==> config.mk <==
export PLATFORM = sky130hd
export DESIGN_NAME = dmem_load_ctrl
export DESIGN_NICKNAME = d
export VERILOG_FILES = /design/src/rtl/dmem_load_ctrl_pkg.sv /design/src/rtl/dmem_load_ctrl_sat_counter.sv /design/src/rtl/dmem_load_ctrl.sv
export SDC_FILE = /design/constraint.sdc
export NUM_CORES = 1
export LEC_CHECK = 0
export CAP_MARGIN = 10
export CORE_AREA = 3 3 121 123
export DETAILED_ROUTE_END_ITERATION = 8
export DIE_AREA = 0 0 124 126
export DONT_BUFFER_PORTS = 1
export GPL_TIMING_DRIVEN = 0
export PLACE_DENSITY_LB_ADDON = 0.05
export SYNTH_ARGS = -nofsm -noshare
export SYNTH_HDL_FRONTEND = slang
export SYNTH_SLANG_ARGS = --single-unit
==> constraint.sdc <==
create_clock -name clk -period 5 [get_ports clk]
set_clock_uncertainty 0.05 [all_clocks]
set_input_delay 0.5 -clock clk [delete_from_list [all_inputs] [get_ports clk]]
set_output_delay 0.5 -clock clk [all_outputs]
set_load 0.02 [all_outputs]
==> src/rtl/dmem_load_ctrl_pkg.sv <==
// dmem_load_ctrl_pkg: state encodings, width defaults and the alignment helper shared by the loader controller.
package dmem_load_ctrl_pkg;

    typedef enum logic [1:0] {
        ST_IDLE = 2'd0,
        ST_RUN  = 2'd1,
        ST_HALT = 2'd2
    } state_t;

    localparam int unsigned ADDR_W_DEF = 32;
    localparam int unsigned DATA_W_DEF = 32;
    localparam int unsigned CNT_W_DEF  = 16;

    function automatic logic word_aligned(input logic [1:0] lsb);
        return lsb == 2'b00;
    endfunction

endpackage

==> src/rtl/dmem_load_ctrl_sat_counter.sv <==
// dmem_load_ctrl_sat_counter: synchronous-clear up-counter that sticks at all-ones.
//   clk   in  clock, rising edge
//   clr   in  synchronous clear, has priority over inc
//   inc   in  count enable
//   count out current value
module dmem_load_ctrl_sat_counter #(
    parameter int unsigned WIDTH = 16
) (
    input  logic             clk,
    input  logic             clr,
    input  logic             inc,
    output logic [WIDTH-1:0] count
);

    logic [WIDTH-1:0] count_q, count_d;

    always_comb count_d = clr ? '0 : (inc && !(&count_q)) ? count_q + 1'b1 : count_q;

    always_ff @(posedge clk) count_q <= count_d;

    assign count = count_q;

endmodule

==> src/rtl/dmem_load_ctrl.sv <==
// dmem_load_ctrl: arbitrates the data-memory port between a host loader and the CPU, holding the CPU in reset outside RUN.
//   clk, reset (sync, active-low)
//   host side : ext_req, ext_we, ext_addr, ext_wdata -> ext_gnt, ext_rdata, ext_rvalid
//   control   : start, halt -> state, cpu_reset, run_cycles
//   cpu side  : cpu_memwrite, cpu_adr, cpu_wdata
//   memory    : mem_we, mem_adr, mem_wdata -> mem_rdata (combinational read)
//   status    : load_count (saturating host-write count), err (sticky misaligned host request)
module dmem_load_ctrl
    import dmem_load_ctrl_pkg::*;
#(
    parameter int unsigned ADDR_W     = ADDR_W_DEF,
    parameter int unsigned DATA_W     = DATA_W_DEF,
    parameter int unsigned CNT_W      = CNT_W_DEF,
    parameter int unsigned MAX_CYCLES = 0
) (
    input  logic              clk,
    input  logic              reset,
    input  logic              ext_req,
    input  logic              ext_we,
    input  logic [ADDR_W-1:0] ext_addr,
    input  logic [DATA_W-1:0] ext_wdata,
    output logic              ext_gnt,
    output logic [DATA_W-1:0] ext_rdata,
    output logic              ext_rvalid,
    input  logic              start,
    input  logic              halt,
    output logic              cpu_reset,
    input  logic              cpu_memwrite,
    input  logic [ADDR_W-1:0] cpu_adr,
    input  logic [DATA_W-1:0] cpu_wdata,
    output logic              mem_we,
    output logic [ADDR_W-1:0] mem_adr,
    output logic [DATA_W-1:0] mem_wdata,
    input  logic [DATA_W-1:0] mem_rdata,
    output logic [1:0]        state,
    output logic [CNT_W-1:0]  load_count,
    output logic [31:0]       run_cycles,
    output logic              err
);

    state_t            state_q, state_d;
    logic              cpu_reset_q, cpu_reset_d;
    logic [31:0]       run_cycles_q, run_cycles_d;
    logic              err_q, err_d;
    logic              ext_rvalid_q, ext_rvalid_d;
    logic [DATA_W-1:0] ext_rdata_q, ext_rdata_d;
    logic              aligned, host_own, rd_gnt, budget_hit;

    always_comb begin
        aligned      = word_aligned(ext_addr[1:0]);
        host_own     = state_q != ST_RUN;
        ext_gnt      = ext_req && aligned && host_own;
        mem_we       = host_own ? ext_req && ext_we && aligned : cpu_memwrite;
        mem_adr      = host_own ? ext_addr : cpu_adr;
        mem_wdata    = host_own ? ext_wdata : cpu_wdata;
        rd_gnt       = ext_gnt && !ext_we;
        // run_cycles counts completed RUN cycles, so the last budgeted cycle sees MAX_CYCLES-1
        budget_hit   = (MAX_CYCLES != 0) && (run_cycles_q == 32'(MAX_CYCLES - 1));
        state_d      = (state_q == ST_RUN) ? ((halt || budget_hit) ? ST_HALT : ST_RUN)
                                           : (start ? ST_RUN : state_q);
        run_cycles_d = (state_q == ST_RUN) ? run_cycles_q + 32'd1
                                           : ((state_d == ST_RUN) ? '0 : run_cycles_q);
        cpu_reset_d  = state_d != ST_RUN;
        err_d        = err_q || (ext_req && !aligned);
        ext_rvalid_d = rd_gnt;
        ext_rdata_d  = rd_gnt ? mem_rdata : ext_rdata_q;
    end

    always_ff @(posedge clk) begin
        if (!reset) begin
            state_q      <= ST_IDLE;
            cpu_reset_q  <= 1'b1;
            run_cycles_q <= '0;
            err_q        <= 1'b0;
            ext_rvalid_q <= 1'b0;
            ext_rdata_q  <= '0;
        end else begin
            state_q      <= state_d;
            cpu_reset_q  <= cpu_reset_d;
            run_cycles_q <= run_cycles_d;
            err_q        <= err_d;
            ext_rvalid_q <= ext_rvalid_d;
            ext_rdata_q  <= ext_rdata_d;
        end
    end

    dmem_load_ctrl_sat_counter #(.WIDTH(CNT_W)) u_load_cnt (
        .clk   (clk),
        .clr   (!reset),
        .inc   (ext_gnt && ext_we),
        .count (load_count)
    );

    assign state      = state_q;
    assign cpu_reset  = cpu_reset_q;
    assign run_cycles = run_cycles_q;
    assign err        = err_q;
    assign ext_rvalid = ext_rvalid_q;
    assign ext_rdata  = ext_rdata_q;

endmodule

==> results_dict.tcl, run 1 <==
set metrics [dict create \
    p_int_mw 1.221 \
    cts_tree "yes" \
    cp_top_family "buffers and inverters" \
    syn_nets 862 \
    holdCritPathClass "in -> reg" \
    outcome "complete, no violations" \
    crit_type "reg -> out" \
    drt-initial-drc-count 218 \
    wl_um 17440 \
    clock_latency_ns 0.35 \
    path_buf_inv 3 \
    synth_area_per_cell_um2 6.682 \
    wl_per_cell_um 19.62 \
    hold_buffers 0 \
    synth-edff-count 0 \
    yosysMostFrequentCell "nand2_1" \
    hold_viol_final 0 \
    start_kind "register" \
    dpl_worst_slack_ns 1.705 \
    synth_top_area_share_pct 36.75 \
    yosysTopAreaCell "dfxtp_1" \
    max_cap_viol_count 0 \
    rsz0062_at_grt "no" \
    grt_pass1_wl_um 24660 \
    overflow 0 \
    cp.required_ns 4.45 \
    worstMarginPinSlew_ns 1.123 \
    slew-limit-headroom_pct 24.45 \
    synth_cell_types 42 \
    io_buffers 0 \
    switching_power_mw 0.5036 \
    synthTopCellsByCount "280 x nand2_1, 85 x dfxtp_1, 62 x a21oi_1" \
    drc_errors 0 \
    path_clk_slew_ns 0.06 \
    combPwrFrac_pct 13.9 \
    crit_slowest_cell "clkbuf_1" \
    end_kind "output port" \
    p_per_area_nw_per_um2 331.4 \
    maxSlewViolCount 0 \
    dp_hpwl_um 13750 \
    area_delta_synth_final_pct 12.40 \
    hold-worst-slack_ns 0.2335 \
    cts_root_buf "clkbuf_16" \
    p_sw_share_pct 29.19 \
    critPathMaxStageDelay_ns 0.61 \
    synth_flop_cell "dfxtp_1" \
    cts_sinks 85 \
    h-tree-depth 3 \
    placementRows 43 \
    synth_area_um2 4631 \
    clkPwrFrac_pct 45.3 \
    io-pin-count 318 \
    tns_ns 0 \
    cts_setup_buffers 0 \
    power_leakage_nw 1.977 \
    postPlaceCellArea_um2 4856 \
    critPathArrivalTime_ns 2.98 \
    cts_buffer_depth 2 \
    vias 4939 \
    cp_num_cells 6 \
    vdd_drop_max_uv 177.7 \
    design_area_um2 5205 \
    antenna_found_initial 1 \
    track_usage_pct 20.71 \
    path_common_cell "clkbuf_1" \
    drtPass1Iterations 4 \
    setup_viol 0 \
    die_height_um 126 \
    initial_core_util_pct 33.62 \
    clock.fmax_mhz 283.2 \
    gp_congestion 0.9175 \
    dieArea_um2 15620 \
    final_util_pct 37.79 \
    yosys-top-cells-area "dfxtp_1 37%, nand2_1 23%, a21oi_1 6.7%, nand3_1 3.2%, clkbuf_1 3.1%" \
    seq_area_frac_synth_pct 36.75 \
    cts-buffers-inserted 9 \
    worstPathMaxFanout 10 \
    core_region_area_um2 13770 \
    finalNetCount 873 \
    ys_seq_elements 85 \
    diodes 0 \
    worst_slack_ns 1.469 \
    crit_chain "nor2b_1 -> clkbuf_1 -> clkbuf_1 -> clkbuf_1 -> nand2_1 -> nand2_1" \
    synth_warnings 0 \
    drive_gt1_share_pct 4.090 \
    grt_max_degree 16 \
    grt_pass1_vias 4410 \
    async_flop_share_pct 0 \
    synthCells 693 \
    r2r.worst_path.cells 4 \
    holdPathStages 2 \
    pwr-share-seq_pct 40.9 \
    min_period_over_period_pct 70.61 \
    die_w_um 124 \
    cts-resized-gates 0 \
    viasPerCell 5.556 \
    fin_crit_ns 3.531 \
    postRouteAntennaNets 0 \
]
-- per-layer routing --
| layer | global-route usage [%] | routed length, um | up-vias |
|---|---|---|---|
| met5 | 0 | 7 | - |
| met4 | 8.441 | 498 | 2 |
| met3 | 7.050 | 1743 | 27 |
| met2 | 32.39 | 7991 | 248 |
| met1 | 25.98 | 7197 | 2272 |
| li1 | - | - | 2390 |
-- layout by cell type (no fill, tap or decap), drive strengths merged, types with 4 or more instances in the layout --
cell and count:
o211ai 8, mux2i 14, inv 10, dfxtp 85, nor2 23, nand2 280, and4 5, nand3 30
or2 5, buf 4, a21oi 62, and3 8, nand2b 13, o21ai 15, nand4 21, or4 10
nor3 9, nor4 9, clkbuf 47, o31ai 6, o21a 4, or3 12
-- sequential cells by signal, summed over array words and instances, names as in the netlist --
name	count
state	2
run_cycles	32
cpu_reset	1
u_load_cnt.count	16
ext_rvalid	1
err	1
ext_rdata	32
-- worst paths after layout --
kind	startpoint	to	slack (ns)
worst max-delay path	state[0]$_SDFF_PN0_	mem_wdata[28]	1.47
worst max register to register	run_cycles[9]$_SDFFE_PN0P_	run_cycles[31]$_SDFFE_PN0P_	2.58
worst min-delay path	mem_rdata[16]	ext_rdata[16]$_SDFFE_PN0P_	0.23
worst min register to register	err$_SDFF_PN0_	err$_SDFF_PN0_	0.50
-- power groups by stage --
stage | combinational [mW] | clock [mW] | sequential [mW]
2_1_floorplan | 0.191 | 0 | 0.716
3_3_place_gp | 0.238 | 0 | 0.720
3_5_place_dp | 0.240 | 0 | 0.721
4_1_cts | 0.240 | 0.808 | 0.705
5_1_grt | 0.257 | 0.832 | 0.706
6_report | 0.239 | 0.781 | 0.705
-- final cells by class --
class / count / area, um2
buffer: 42 / 166.4
multi-input combinational: 556 / 2725
tap: 180 / 225.2
clock buffer: 9 / 225.2
fill: 1474 / 8568
sequential: 85 / 1702
clock inverter: 7 / 123.9
inverter: 10 / 37.54
-- stage by stage --
step | power [mW] | std cells
detailed placement | 0.9601 | 873
finish | 1.725 | 889
floorplan | 0.9067 | 693
global placement | 0.9586 | 873
global route | 1.795 | 889
CTS | 1.753 | 889
-- cells by family after synthesis --
family	share of synthesized area (%)
AO/OA/AOI/OAI	13.00
adder cells (fa/ha/maj)	0.5403
buffers and inverters	4.404
flip-flops	36.75
multiplexers	3.026
AND/OR/NAND/NOR	42.29
Power figures use the tool's default switching activity.
==> run 2, diff against run 1 <==
clock period = 2.8 ns   (was 5 ns; I/O delays follow)
==> results_dict.tcl, run 2 (synthesis results as in run 1) <==
set metrics [dict create \
    vdd_drop_max_uv 319.1 \
    dpl_worst_slack_ns -0.2750 \
    p_int_mw 2.190 \
    wl_per_cell_um 19.58 \
    placementRows 43 \
    wl_um 17480 \
    holdCritPathClass "in -> reg" \
    path_clk_slew_ns 0.06 \
    use_met1_pct 26.06 \
    worstMarginPinSlew_ns 1.120 \
    crit_type "reg -> out" \
    final_cell_mix "280 x nand2_1, 83 x dfxtp_1, 62 x a21oi_1" \
    power_leakage_nw 2.036 \
    area_delta_synth_final_pct 13.75 \
    max_cap_viol_count 0 \
    worst_slack_ns 0.1671 \
    rsz0062_at_grt "no" \
    switching_power_mw 0.9038 \
    postPlaceCellArea_um2 4856 \
    cp.required_ns 2.47 \
    outcome "complete, no violations" \
    grt_pass1_wl_um 24700 \
    clkPwrFrac_pct 45.2 \
    clock.fmax_mhz 379.8 \
    min_period_over_period_pct 94.03 \
    grt_pass1_vias 4429 \
    final_common_cell "nand2_1" \
    initial_core_util_pct 33.62 \
    end_kind "output port" \
    setup_viol 0 \
    clock_latency_ns 0.35 \
    diodes 0 \
    track_usage_pct 20.73 \
    drc_errors 0 \
    cts_sinks 85 \
    grt_busiest_layer "met2" \
    drt-initial-drc-count 245 \
    antenna_found_initial 1 \
    start_kind "register" \
    io_buffers 0 \
    p_per_area_nw_per_um2 587.4 \
    cts_setup_buffers 0 \
    dp_hpwl_um 13750 \
    met2_usage_pct 32.45 \
    drtPass1Iterations 4 \
    die_w_um 124 \
    cts_tree "yes" \
    die_height_um 126 \
    core_region_area_um2 13770 \
    hold_viol_final 0 \
    dieArea_um2 15620 \
    critPathArrivalTime_ns 2.30 \
    finalNetCount 877 \
    grt_max_degree 16 \
    fin_crit_ns 2.633 \
    p_sw_share_pct 29.21 \
    design_area_um2 5268 \
    pwr-share-seq_pct 40.7 \
    h-tree-depth 3 \
    drive_gt1_share_pct 6.311 \
    postRouteAntennaNets 0 \
    final_util_pct 38.24 \
    maxSlewViolCount 0 \
    power_mw 3.094 \
    worstPathMaxFanout 10 \
    overflow 0 \
    combPwrFrac_pct 14.1 \
    vias 4945 \
    n_fill_cell 1475 \
    cts-buffers-inserted 9 \
    viasPerCell 5.538 \
    io-pin-count 318 \
    slew-limit-headroom_pct 24.67 \
    grtUsageMet3_pct 6.960 \
    gp_congestion 0.9175 \
    cts_root_buf "clkbuf_16" \
    cts_buffer_depth 2 \
]
run 2: cell types whose count changed in the layout (fill, tap and decap cells not counted):
cell           before  now
buf_1               2    1
clkbuf_1           38   25
clkbuf_2            0   13
clkbuf_4            0    1
dfxtp_1            85   83
dfxtp_2             0    2
dlygate4sd3_1       0    4
run 2: power by group through the flow:
stage / Sequential [mW] / Combinational (mW) / Clock (mW)
2_1_floorplan: 1.28 / 0.341 / 0
3_3_place_gp: 1.29 / 0.425 / 0
3_5_place_dp: 1.29 / 0.428 / 0
4_1_cts: 1.26 / 0.436 / 1.44
5_1_grt: 1.26 / 0.469 / 1.49
6_report: 1.26 / 0.438 / 1.40
run 2: per-stage QoR:
stage	TNS, ns	hold slack, ns	cells
global placement	-0.7116	0.3685	873
CTS	0	0.0006026	893
finish	0	0.01486	893
detailed placement	-1.352	0.3726	873
floorplan	0	0.3660	693
global route	0	0.001315	893
run 2: per-layer routing:
layer	part of all wire (%)	vias to the layer above
met3	10	28
met1	41	2267
met2	46	252
li1	-	2396
met4	3.0	2
met5	0.040	-
run 2: path summary, 6_finish.rpt:
check / from / to / slack (ns) / cells after the start
worst max-delay path: state[0]$_SDFF_PN0_ / mem_wdata[28] / 0.17 / 6
worst min-delay path: mem_rdata[17] / ext_rdata[17]$_SDFFE_PN0P_ / 0.01 / 2
worst max register to register: run_cycles[9]$_SDFFE_PN0P_ / run_cycles[31]$_SDFFE_PN0P_ / 0.40 / 4
worst min register to register: err$_SDFF_PN0_ / err$_SDFF_PN0_ / 0.50 / 2
run 2: repair_timing:
| item | 4_1_cts | 5_1_grt |
|---|---|---|
| endpoints found under the hold margin | 4 | 0 |
| gates resized for setup | 9 | 14 |
| hold buffers | 4 | 0 |
| endpoints found under the setup margin | 61 | 37 |
run 2: critical path, cell delays in order (launching register included):
cell and delay, ns:
dfxtp_2 0.46, nor2b_1 0.16, clkbuf_1 0.32, clkbuf_2 0.36, clkbuf_4 0.33, nand2_1 0.13
nand2_1 0.19
run 2: area by class of cell:
| type | instances | area [um2] | share of cell area (%) |
|---|---|---|---|
| tap | 180 | 225.2 | 4.276 |
| sequential | 85 | 1704 | 32.35 |
| buffer | 42 | 186.4 | 3.539 |
| clock inverter | 7 | 123.9 | 2.352 |
| clock buffer | 9 | 225.2 | 4.276 |
| multi-input combinational | 556 | 2725 | 51.73 |
| inverter | 10 | 37.54 | 0.7126 |
| timing repair buffer | 4 | 40.04 | 0.7601 |
